**config.mk**
```make
export PLATFORM = sky130hd
export DESIGN_NAME = seg_roll_stats
export DESIGN_NICKNAME = d
export VERILOG_FILES = /design/src/rtl/seg_roll_stats.sv
export SDC_FILE = /design/constraint.sdc
export NUM_CORES = 1
export LEC_CHECK = 0
export ABC_CLOCK_PERIOD_IN_PS = 3600
export CORE_UTILIZATION = 53
export CTS_CLUSTER_SIZE = 14
export DETAILED_ROUTE_END_ITERATION = 6
export PLACE_DENSITY = 0.73
export SLEW_MARGIN = 20
export SYNTH_ARGS = -nofsm -noshare
export SYNTH_HDL_FRONTEND = slang
export SYNTH_SLANG_ARGS = --single-unit
```
**constraint.sdc**
```tcl
create_clock -name clk -period 3.6 [get_ports clk]
set_input_delay 0.36 -clock clk [delete_from_list [all_inputs] [get_ports clk]]
set_output_delay 0.36 -clock clk [all_outputs]
set_load 0.02 [all_outputs]
```
**src/rtl/seg_roll_stats.sv**
```systemverilog
// rtl/seg_roll_stats.sv - seven-segment die receiver with stability filter and face histogram
//
// Purpose: samples the die's segment bus, accepts a pattern once it has been
// stable for STABLE_CYCLES registered samples, decodes it to a die face and
// keeps saturating per-face, total and error counters.
//
// Optional feature macro: ROLL_REPEAT_DETECT_EN (adds repeat_out).
//
// Ports:
//   clk         clock
//   rst_n       synchronous active-low reset
//   seg_in      segment pattern, bit0=a .. bit6=g, active-high
//   clr         synchronous clear of all counters
//   sel         readout select: 0=total, 1..6=face count, 7=error count
//   valid_out   one-cycle pulse, valid face accepted
//   face_out    last accepted face 1..6, held between pulses
//   invalid_out one-cycle pulse, non-blank non-face pattern accepted
//   count_out   registered counter selected by sel
//   busy_out    high while waiting for a pattern to stabilise
//   repeat_out  (ROLL_REPEAT_DETECT_EN) pulses with valid_out when face repeats

module seg_roll_stats #(
   parameter int STABLE_CYCLES = 4,
   parameter int CNT_W         = 8
) (
   input  logic             clk,
   input  logic             rst_n,
   input  logic [6:0]       seg_in,
   input  logic             clr,
   input  logic [2:0]       sel,
   output logic             valid_out,
   output logic [2:0]       face_out,
   output logic             invalid_out,
   output logic [CNT_W-1:0] count_out,
   output logic             busy_out
`ifdef ROLL_REPEAT_DETECT_EN
   ,
   output logic             repeat_out
`endif
);

   localparam logic [3:0] STAB_MAX = 4'(STABLE_CYCLES);
   localparam logic [3:0] STAB_PRE = 4'(STABLE_CYCLES - 1);

   typedef enum logic [1:0] {
      IDLE   = 2'd0,
      WAIT   = 2'd1,
      LOCKED = 2'd2
   } state_t;

   function automatic logic [2:0] decode_face(input logic [6:0] seg);
      case (seg)
         7'h06:   decode_face = 3'd1;
         7'h5B:   decode_face = 3'd2;
         7'h4F:   decode_face = 3'd3;
         7'h66:   decode_face = 3'd4;
         7'h6D:   decode_face = 3'd5;
         7'h7D:   decode_face = 3'd6;
         default: decode_face = 3'd0;
      endcase
   endfunction

   // 00 is the display off, 3F is the "0" glyph the driver shows when the die is idle
   function automatic logic is_blank(input logic [6:0] seg);
      is_blank = (seg == 7'h00) || (seg == 7'h3F);
   endfunction

   function automatic logic [CNT_W-1:0] sat_inc(input logic [CNT_W-1:0] v);
      sat_inc = (&v) ? v : v + 1'b1;
   endfunction

   logic [6:0]       seg_q;
   logic [3:0]       stab_cnt_q, stab_cnt_d;
   state_t           state_q, state_d;
   logic             valid_q, invalid_q;
   logic [2:0]       face_q;
   logic [CNT_W-1:0] count_q;
   logic [CNT_W-1:0] cnt_q [0:7];
   logic [CNT_W-1:0] cnt_d [0:7];

   logic       changed;
   logic       accept;
   logic       new_blank;
   logic [2:0] face_dec;
   logic       ev_valid;
   logic       ev_invalid;

   // A change is seen as the new sample enters seg_q on this edge
   assign changed   = (seg_in != seg_q);
   assign new_blank = is_blank(seg_in);
   assign accept    = !changed && (stab_cnt_q == STAB_PRE);
   assign face_dec  = decode_face(seg_q);

   // WAIT is only entered on a non-blank pattern and left on any change,
   // so an accept in WAIT is always for a non-blank pattern
   assign ev_valid   = (state_q == WAIT) && accept && (face_dec != 3'd0);
   assign ev_invalid = (state_q == WAIT) && accept && (face_dec == 3'd0);

   always_comb begin
      stab_cnt_d = stab_cnt_q;
      if (changed)
         stab_cnt_d = 4'd1;
      else if (stab_cnt_q != STAB_MAX)
         stab_cnt_d = stab_cnt_q + 4'd1;
   end

   always_comb begin
      state_d = state_q;
      case (state_q)
         IDLE: begin
            if (changed && !new_blank)
               state_d = WAIT;
         end
         WAIT: begin
            if (changed)
               state_d = new_blank ? IDLE : WAIT;
            else if (accept)
               state_d = LOCKED;
         end
         LOCKED: begin
            if (changed)
               state_d = new_blank ? IDLE : WAIT;
         end
         default: state_d = IDLE;
      endcase
   end

   // Index 0 = total, 1..6 = faces, 7 = errors; clr overrides any increment
   always_comb begin
      for (int i = 0; i < 8; i++)
         cnt_d[i] = cnt_q[i];
      if (ev_valid) begin
         cnt_d[0]        = sat_inc(cnt_q[0]);
         cnt_d[face_dec] = sat_inc(cnt_q[face_dec]);
      end
      if (ev_invalid)
         cnt_d[7] = sat_inc(cnt_q[7]);
      if (clr) begin
         for (int i = 0; i < 8; i++)
            cnt_d[i] = '0;
      end
   end

   always_ff @(posedge clk) begin
      if (!rst_n) begin
         seg_q      <= '0;
         stab_cnt_q <= '0;
         state_q    <= IDLE;
         valid_q    <= 1'b0;
         invalid_q  <= 1'b0;
         face_q     <= '0;
         count_q    <= '0;
         for (int i = 0; i < 8; i++)
            cnt_q[i] <= '0;
      end else begin
         seg_q      <= seg_in;
         stab_cnt_q <= stab_cnt_d;
         state_q    <= state_d;
         valid_q    <= ev_valid;
         invalid_q  <= ev_invalid;
         if (ev_valid)
            face_q <= face_dec;
         // Readout reflects counter values from before this edge
         count_q <= cnt_q[sel];
         for (int i = 0; i < 8; i++)
            cnt_q[i] <= cnt_d[i];
      end
   end

   assign valid_out   = valid_q;
   assign invalid_out = invalid_q;
   assign face_out    = face_q;
   assign count_out   = count_q;
   assign busy_out    = (state_q == WAIT);

`ifdef ROLL_REPEAT_DETECT_EN
   logic [2:0] hist_q;
   logic       repeat_q;

   // hist_q of 0 never matches a face, so the first accept after reset/clr never flags
   always_ff @(posedge clk) begin
      if (!rst_n) begin
         hist_q   <= '0;
         repeat_q <= 1'b0;
      end else begin
         repeat_q <= ev_valid && (face_dec == hist_q);
         if (clr)
            hist_q <= '0;
         else if (ev_valid)
            hist_q <= face_dec;
      end
   end

   assign repeat_out = repeat_q;
`endif

endmodule

```
==> results of run 1 <==
registers in the layout (all words and copies together) (netlist names):
name and cells:
cnt_q 64, count_out 8, face_out 3, invalid_out 1
seg_q 7, stab_cnt_q 4, state_q 2, valid_out 1
cell usage in the layout (no fill, tap or decap), types with 4 or more instances in the layout:
| cell type | netlist | layout |
|---|---|---|
| o22ai_1 | 4 | 4 |
| mux4_2 | 16 | 16 |
| nor2_1 | 45 | 44 |
| nor3_1 | 8 | 8 |
| clkdlybuf4s50_1 | 0 | 26 |
| o21ai_0 | 37 | 37 |
| clkbuf_8 | 0 | 9 |
| inv_1 | 5 | 5 |
| ha_1 | 5 | 5 |
| a21oi_1 | 35 | 35 |
| nand2_1 | 28 | 28 |
| dfxtp_1 | 90 | 86 |
| xor2_1 | 8 | 8 |
| nand2b_1 | 7 | 7 |
| and2_1 | 8 | 8 |
| mux2i_1 | 19 | 19 |
| a211oi_1 | 5 | 5 |
| a31oi_1 | 6 | 5 |
| nand3_1 | 52 | 52 |
| or3_1 | 4 | 4 |
| xnor2_1 | 14 | 14 |
| a22oi_1 | 4 | 4 |
| nand4_1 | 6 | 6 |
| o31ai_1 | 8 | 8 |
| and3_1 | 11 | 11 |
| and4_1 | 4 | 4 |
| buf_4 | 5 | 31 |
worst paths after layout:
kind,cells past startpoint,endpoint,from,slack [ns]
worst max-delay path,13,cnt_q[4][1]$_SDFFE_PP0P_,seg_q[3]$_SDFF_PN0_,0.15
worst min-delay path,2,cnt_q[4][7]$_SDFFE_PP0P_,cnt_q[4][7]$_SDFFE_PP0P_,0.47
worst max register to register,13,cnt_q[4][1]$_SDFFE_PP0P_,seg_q[3]$_SDFF_PN0_,0.15
worst min register to register,2,cnt_q[4][7]$_SDFFE_PP0P_,cnt_q[4][7]$_SDFFE_PP0P_,0.47
Yosys cell counts, drive strengths merged (9+ instances only):
master / n
and2: 9
a21oi: 35
mux2i: 19
nor3: 10
dfxtp: 90
nand3: 52
mux4: 16
o21ai: 41
xnor2: 14
buf: 12
xor2: 9
o31ai: 9
clkbuf: 14
nand2: 29
nor2: 45
and3: 11
worst reg2reg max path, cell delays in order, from the launching register on:
cell      delay, ns
dfxtp_1        0.37
or3_1          0.47
o22ai_4        0.30
nand2_4        0.18
mux2i_1        0.18
a211oi_2       0.27
ha_1           0.24
inv_1          0.06
a2111o_1       0.41
nor3_4         0.21
buf_4          0.19
mux2i_1        0.20
buf_4          0.16
a21oi_1        0.06
routing by layer:
metal | share of wire [%] | wire (um) | GRT usage [%]
met1 | 41 | 5560 | 39.1
met5 | 0 | 0 | 0
met4 | 4.0 | 545 | 14.3
met2 | 48 | 6470 | 51.5
met3 | 7.4 | 1000 | 8.61
logic make-up after synthesis:
family	after synthesis	synth area share [%]
fa+ha+maj	5	1.33
buf+inv	31	2.92
flops	90	38.2
compound gates	131	18.8
mux	35	11.7
simple gates	196	22.6
xor+xnor	23	4.43
power by group:
part           internal [uW]  total [uW]  switching (uW)
Sequential              1000        1010            12.0
Clock                    397         782             385
Combinational           51.1         116            64.7
Total                   1450        1910             462
what timing repair did:
| item | 4_1_cts | 5_1_grt |
|---|---|---|
| buffers inserted | 0 | 1 |
| gates resized for setup | 0 | 11 |
| hold endpoints to repair | 0 | 0 |
| setup endpoints to repair | 0 | 48 |
layout make-up:
| type | instances | share of cell area [%] |
|---|---|---|
| Clock buffer | 9 | 2.25 |
| Clock inverter | 7 | 1.80 |
| Inverter | 5 | 0.342 |
| Multi-Input combinational cell | 390 | 51.2 |
| Sequential cell | 90 | 32.9 |
| Tap cell | 108 | 2.46 |
| Timing Repair Buffer | 57 | 8.97 |
stage by stage:
stage	cell area (um2)	power, uW	cells	hold slack (ns)
after floorplan	4710	1110	511	0.437
after global placement	5220	1150	649	0.452
after detailed placement	5220	1150	649	0.468
after CTS	5440	1910	665	0.478
after global routing	5490	1970	666	0.504
final	5490	1910	666	0.474
==> impl_metrics.toml, run 1 <==
[place]
gp_congestion = 0.984
dp_slack_ns = 0.0625
dp_hpwl_um = 10100
io_buffer_count = 26

[sta]
hold_violations = 0
tightestPinTransition_ns = 0.899
rsz0062_at_grt = "no"
layout_min_cycle_time_ns = 3.45
slew_violations = 0
maxSlewHeadroom_pct = 39.9
final.setup_skew_ns = 0.0117
worst_slack_ns = 0.146
finalCritPeriodShare_pct = 95.9
finalSetupTns_ns = 0
fmax_ghz = 0.290
setup_violations = 0

[drt]
vias = 4295
first_iter_violations = 395
vias_per_cell = 6.45
drc = 0
postRouteAntennaNets = 0
wl_um = 13600
wl_per_cell_um = 20.4
first_pass_iters = 5

[worst_setup_path]
worstSetupEndpointType = "flop"
worstSetupPathType = "flop to flop"
cp_cell_sequence = "or3_1, o22ai_4, nand2_4, mux2i_1, a211oi_2, ha_1, inv_1, a2111o_1, nor3_4, buf_4, mux2i_1, buf_4, a21oi_1"
path_max_fanout = 9
critPathTopFamily = "compound AO/OA/AOI/OAI gates"
max_stage_delay_ns = 0.47
crit_required_ns = 3.83
worst_setup_path_start_kind = "flop"
cp.arrival_ns = 3.68
cp_slowest_cell = "or3_1"
crit_buf_inv = 3

[power_and_ir_drop]
ir_worst_vdd_uv = 222
power.density_nw_per_um2 = 348
power.leakage_uw = 0.00196

[synth]
synth_area_um2 = 4710
yosys-top-cells-area = "dfxtp_1, mux4_2, nand3_1, mux2i_1, o21ai_0"
syn_nets = 529
ys_seq_elements = 90
synth_edf_count = 0
synth_warnings = 0
synth_cell_types = 68
ys_seq_area_share_pct = 38.2
syn_inst = 511
synth_top_cell_by_area = "dfxtp_1"
syn_area_per_cell_um2 = 9.22
netlist.area_leader.share_pct = 38.2
synth_flop_cell = "dfxtp_1"
synthArstFlopShare_pct = 0

[global_route]
overflow = 0
track_usage_pct = 31.7
antenna_found_initial = 0
grt_pass1_vias = 4077
grt_pass1_wl_um = 21300
grt_max_degree = 29

[final_layout]
fill_cells = 779
regArea_um2 = 1810
nets = 571
antenna_cells = 0
multi_input_area_um2 = 2820
layout-drive-gt1-share_pct = 15.9
syn2layout_area_growth_pct = 16.6
postLayoutCoreUtil_pct = 63.3

[status]
status = "finished, final reports clean"

[worst_hold_path]
hold_class = "flop to flop"

[clocking]
clock-sinks = 90
path_clk_slew_ns = 0.10
cts_htree_levels = 3
cts_tree = "built"
max-clock-path-buffers = 2
insertion_delay_ns = 0.37
cts-root-buf = "clkbuf_8"
holdBufCountCts = 0
cts_buffers = 9

[floorplanning]
fp.coreArea_um2 = 8680
ios = 27
start_util_pct = 54.3
die_h_um = 96.3
num_rows = 34
dieArea_um2 = 9270
die_w_um = 96.3

[flow_run]
maxCapViolCount = 0
(Power assumes the default switching activity.)
==> run 2: changes to the inputs <==
--- a/config.mk
+++ b/config.mk
@@ -10,5 +10,5 @@
 export CTS_CLUSTER_SIZE = 14
 export DETAILED_ROUTE_END_ITERATION = 6
-export PLACE_DENSITY = 0.73
+export PLACE_DENSITY = 0.8
 export SLEW_MARGIN = 20
 export SYNTH_ARGS = -nofsm -noshare
==> constraint.sdc (replaced) <==
create_clock -name clk -period 3.6 [get_ports clk]
set_input_delay 0.36 -clock clk [delete_from_list [all_inputs] [get_ports clk]]
set_output_delay 0.36 -clock clk [all_outputs]
set_load 0.1 [all_outputs]
==> run 2 against run 1 <==
Effect of this change:
- largest power group unchanged
- largest cell class unchanged
- critical path depth unchanged
- flip-flop and latch count unchanged
- global-route usage decreased by 0.060 points
- non-clock buffer count decreased by 2
==> impl_metrics.toml, run 2 (synthesis gave the netlist of run 1 again) <==
[global_route]
grt_pass1_wl_um = 21500
track_usage_pct = 31.6
grtUsageMet2_pct = 50.3
antenna_found_initial = 0
busiest_layer = "met2"
grt_max_degree = 19
met3_usage_pct = 7.58
grt_use_met1_pct = 40.3
overflow = 0
grt_pass1_vias = 4090

[worst_setup_path]
crit_required_ns = 3.83
worstSetupPathType = "flop to flop"
cp.arrival_ns = 3.66
path_max_fanout = 7
worst_setup_path_start_kind = "flop"
worstSetupEndpointType = "flop"

[power_and_ir_drop]
power.leakage_uw = 0.00195
pwr-share-comb_pct = 6.2
power.density_nw_per_um2 = 357
seq_power_share_pct = 52.0
pwr-share-clk_pct = 41.7
p_sw_share_pct = 25.0
internal-power_uw = 1460
power_switching_uw = 486
ir_worst_vdd_uv = 204

[sta]
worst_slack_ns = 0.174
slew_violations = 0
fmax_ghz = 0.292
finalCritPeriodShare_pct = 95.2
setup_violations = 0
hold_violations = 0
final.setup_skew_ns = 0.0112
maxSlewHeadroom_pct = 34.2
layout_min_cycle_time_ns = 3.43
whs_ns = 0.478
tightestPinTransition_ns = 0.984

[final_layout]
top_register = "cnt_q"
postLayoutCoreUtil_pct = 62.8
syn2layout_area_growth_pct = 15.7
antenna_cells = 0
postLayoutCellArea_um2 = 5450
nets = 569
final_common_cell = "dfxtp_1"
fill_cells = 752
final_cell_mix = "dfxtp_1, nand3_1, nor2_1"
layout-drive-gt1-share_pct = 15.3
largest_reg_flops = 64

[worst_hold_path]
hold_class = "flop to flop"

[place]
dp_slack_ns = 0.0727
io_buffer_count = 26
dp_hpwl_um = 9890
gp_congestion = 0.968
place_area_um2 = 5180

[drt]
postRouteAntennaNets = 0
first_iter_violations = 446
first_pass_iters = 6
wl_per_cell_um = 20.6
vias_per_cell = 6.57
wl_um = 13700
vias = 4361
drc = 0

[clocking]
insertion_delay_ns = 0.38
cts-root-buf = "clkbuf_8"
max-clock-path-buffers = 2
clock-sinks = 90
path_clk_slew_ns = 0.10
cts_tree = "built"
cts_htree_levels = 3
cts_buffers = 9

[floorplanning]
ios = 27
start_util_pct = 54.3
num_rows = 34
dieArea_um2 = 9270
die_h_um = 96.3
die_w_um = 96.3
fp.coreArea_um2 = 8680

[flow_run]
maxCapViolCount = 0

[status]
status = "finished, final reports clean"
-- run 2: routing by layer --
metal	share of wire (%)	routed length [um]
met1	41	5560
met5	0	0
met4	4.6	634
met3	8.2	1120
met2	46	6360
-- run 2: area by class of cell --
cell class | instances | area [um2] | share of cell area, %
clock buffers | 9 | 124 | 2.27
clock inverters | 7 | 106 | 1.95
inverters | 5 | 18.8 | 0.344
multi-input cells | 390 | 2790 | 51.1
flip-flops and latches | 90 | 1810 | 33.1
well taps | 108 | 135 | 2.48
repair buffers | 55 | 478 | 8.77
-- run 2: final timing paths --
kind | startpoint | endpoint | slack (ns) | cells after the start
setup reg to reg | seg_q[3]$_SDFF_PN0_ | cnt_q[6][1]$_SDFFE_PP0P_ | 0.17 | 13
setup / recovery | seg_q[3]$_SDFF_PN0_ | cnt_q[6][1]$_SDFFE_PP0P_ | 0.17 | 13
hold / removal | cnt_q[2][7]$_SDFFE_PP0P_ | cnt_q[2][7]$_SDFFE_PP0P_ | 0.48 | 2
hold reg to reg | cnt_q[2][7]$_SDFFE_PP0P_ | cnt_q[2][7]$_SDFFE_PP0P_ | 0.48 | 2
-- run 2: power groups by stage --
| stage | sequential, uW | combinational [uW] | clock [uW] |
|---|---|---|---|
| global route | 1010 | 128 | 861 |
| detailed placement | 1030 | 118 | 0 |
| floorplan | 1030 | 82.1 | 0 |
| global placement | 1030 | 116 | 0 |
| finish | 1010 | 121 | 812 |
| CTS | 1010 | 118 | 820 |
-- run 2: through the flow --
stage	total power, uW	instances	setup TNS, ns
after floorplan	1110	511	0
after global placement	1150	644	0
after detailed placement	1150	644	0
after CTS	1950	660	0
after global routing	2000	664	-0.000839
final	1940	664	0
-- run 2: critical path, stage by stage, from the launching register on --
cell and delay [ns]:
dfxtp_1 0.36, or3_1 0.47, o22ai_4 0.34, nand2_4 0.15, mux2i_1 0.17, a211oi_2 0.31, ha_1 0.25, inv_1 0.05
a2111o_1 0.40, nor3_4 0.20, buf_4 0.16, mux2i_1 0.19, buf_4 0.16, a21oi_1 0.07
-- run 2: what timing repair did --
action                                  in CTS  in global routing
hold endpoints to repair                     0                  0
setup buffers                                0                  4
resized for setup                            0                  5
endpoints found under the setup margin       0                 48
hold buffers                                 0                  0
==> run 3: changes to the inputs <==
- ABC_CLOCK_PERIOD_IN_PS: 3600 -> 4400
- CTS_CLUSTER_SIZE: 14 -> not set
- clock period: 3.6 -> 4.4 ns (I/O delays scaled with it)
==> run 3 against run 2 <==
Effect of this change:
- sequential power is 18% lower
- design area shrank 3.5%
- fmax fell by 15%
- critical path depth shrank 2
- clock-buffer cell count grew 1
- highest routed layer unchanged
==> impl_metrics.toml, run 3 (synthesis gave the netlist of run 1 again) <==
[worst_setup_path]
r2r_cells = 11
worstSetupPathType = "flop to flop"
worst_setup_path_start_kind = "flop"
regToRegEndpoint = "cnt_q[4][1]$_SDFFE_PP0P_"
path_max_fanout = 12
cp.arrival_ns = 4.23
crit_required_ns = 4.62
reg2reg_setup_slack_ns = 0.39
timing.rr.start = "seg_q[2]$_SDFF_PN0_"
worstSetupEndpointType = "flop"

[worst_hold_path]
min_path_cells = 2
hp-start = "cnt_q[2][7]$_SDFFE_PP0P_"
hold_class = "flop to flop"
whs_endpoint = "cnt_q[2][7]$_SDFFE_PP0P_"

[clocking]
max-clock-path-buffers = 2
cts.repair.resized = 0
cts_buffers = 9
cts_htree_levels = 3
cts-root-buf = "clkbuf_8"
cts_tree = "built"
path_clk_slew_ns = 0.09
holdBufCountCts = 0
insertion_delay_ns = 0.37
post_cts_buffers = 0
clock-sinks = 90

[final_layout]
postLayoutCoreUtil_pct = 60.7
layout.cells.non_filler = 642
nets = 547
largest_reg_flops = 64
top_register = "cnt_q"
final_cell_mix = "dfxtp_1, nand3_1, nor2_1"
syn2layout_area_growth_pct = 11.7
final_common_cell = "dfxtp_1"
layout-drive-gt1-share_pct = 11.0
antenna_cells = 0

[sta]
rsz0062_at_grt = "no"
finalCritPeriodShare_pct = 91.1
hold_violations = 0
final.setup_skew_ns = 0.00970
worst_slack_ns = 0.393
finalSetupTns_ns = 0
fmax_ghz = 0.250
maxSlewHeadroom_pct = 34.2
slew_violations = 0
whs_ns = 0.479
tightestPinTransition_ns = 0.984
layout_min_cycle_time_ns = 4.01
setup_violations = 0

[power_and_ir_drop]
power.density_nw_per_um2 = 297
power.leakage_uw = 0.00185
ir_worst_vdd_uv = 171

[drt]
first_pass_iters = 5
postRouteAntennaNets = 0
vias_per_cell = 6.56
drc = 0
wl_um = 13500
vias = 4212
first_iter_violations = 351
wl_per_cell_um = 21.0

[global_route]
track_usage_pct = 31.1
grt_pass1_vias = 3865
antenna_found_initial = 0
grt_pass1_wl_um = 21200
grt_max_degree = 36
overflow = 0

[place]
io_buffer_count = 26
dp_slack_ns = 0.477
gp_congestion = 0.995
dp.cells = 626
dp_hpwl_um = 9810

[floorplanning]
start_util_pct = 54.3
fp.coreArea_um2 = 8680
dieArea_um2 = 9270
die_h_um = 96.3
die_w_um = 96.3
ios = 27
num_rows = 34

[status]
status = "finished, final reports clean"

[flow_run]
maxCapViolCount = 0
run 3: power breakdown:
part	internal [uW]	switching (uW)	leakage, uW
sequential	818	10.2	0.000727
clock	337	306	0.000117
combinational	37.3	53.8	0.00100
total	1190	371	0.00185
run 3: area by class of cell:
class                           count  area, um2
Fill cell                         756       3410
Multi-Input combinational cell    390       2780
Clock buffer                       10        138
Clock inverter                      6       87.6
Inverter                            5       18.8
Sequential cell                    90       1800
Tap cell                          108        135
Timing Repair Buffer               33        308
run 3: metal layers:
metal / vias up / track usage (%) / part of all wire, %
li1: 1956 / - / -
met1: 2022 / 43.1 / 44
met2: 199 / 47.6 / 45
met3: 35 / 4.98 / 7.2
met4: 0 / 13.6 / 3.4
met5: - / 0 / 0
run 3: how the worst max path moves through the flow:
stage,start,to,slack (ns),cells past startpoint
after floorplan,state_q[0]$_SDFFE_PN0P_,cnt_q[0][7]$_SDFFE_PP0P_,0.67,9
after global placement,seg_q[2]$_SDFF_PN0_,cnt_q[4][1]$_SDFFE_PP0P_,0.62,11
after detailed placement,seg_q[2]$_SDFF_PN0_,cnt_q[4][1]$_SDFFE_PP0P_,0.48,11
after CTS,seg_q[2]$_SDFF_PN0_,cnt_q[4][1]$_SDFFE_PP0P_,0.43,11
after global routing,seg_q[2]$_SDFF_PN0_,cnt_q[4][1]$_SDFFE_PP0P_,0.11,11
final,seg_q[2]$_SDFF_PN0_,cnt_q[4][1]$_SDFFE_PP0P_,0.39,11
run 3: worst max-delay path, cell delays in order (launching register included):
cell and delay [ns]:
dfxtp_1 0.62, nand2b_4 0.13, or4_1 0.59, nand3_1 0.39, a211oi_1 0.11, a211oi_2 0.33
ha_1 0.24, inv_1 0.05, a2111o_1 0.43, nor3_4 0.33, mux2i_1 0.49, a21oi_1 0.14
run 3: stage by stage:
stage                     total power [uW]  cell area (um2)
after floorplan                        908             4710
after global routing                  1610             5260
final                                 1560             5260
after CTS                             1570             5270
after global placement                 936             5040
after detailed placement               938             5040
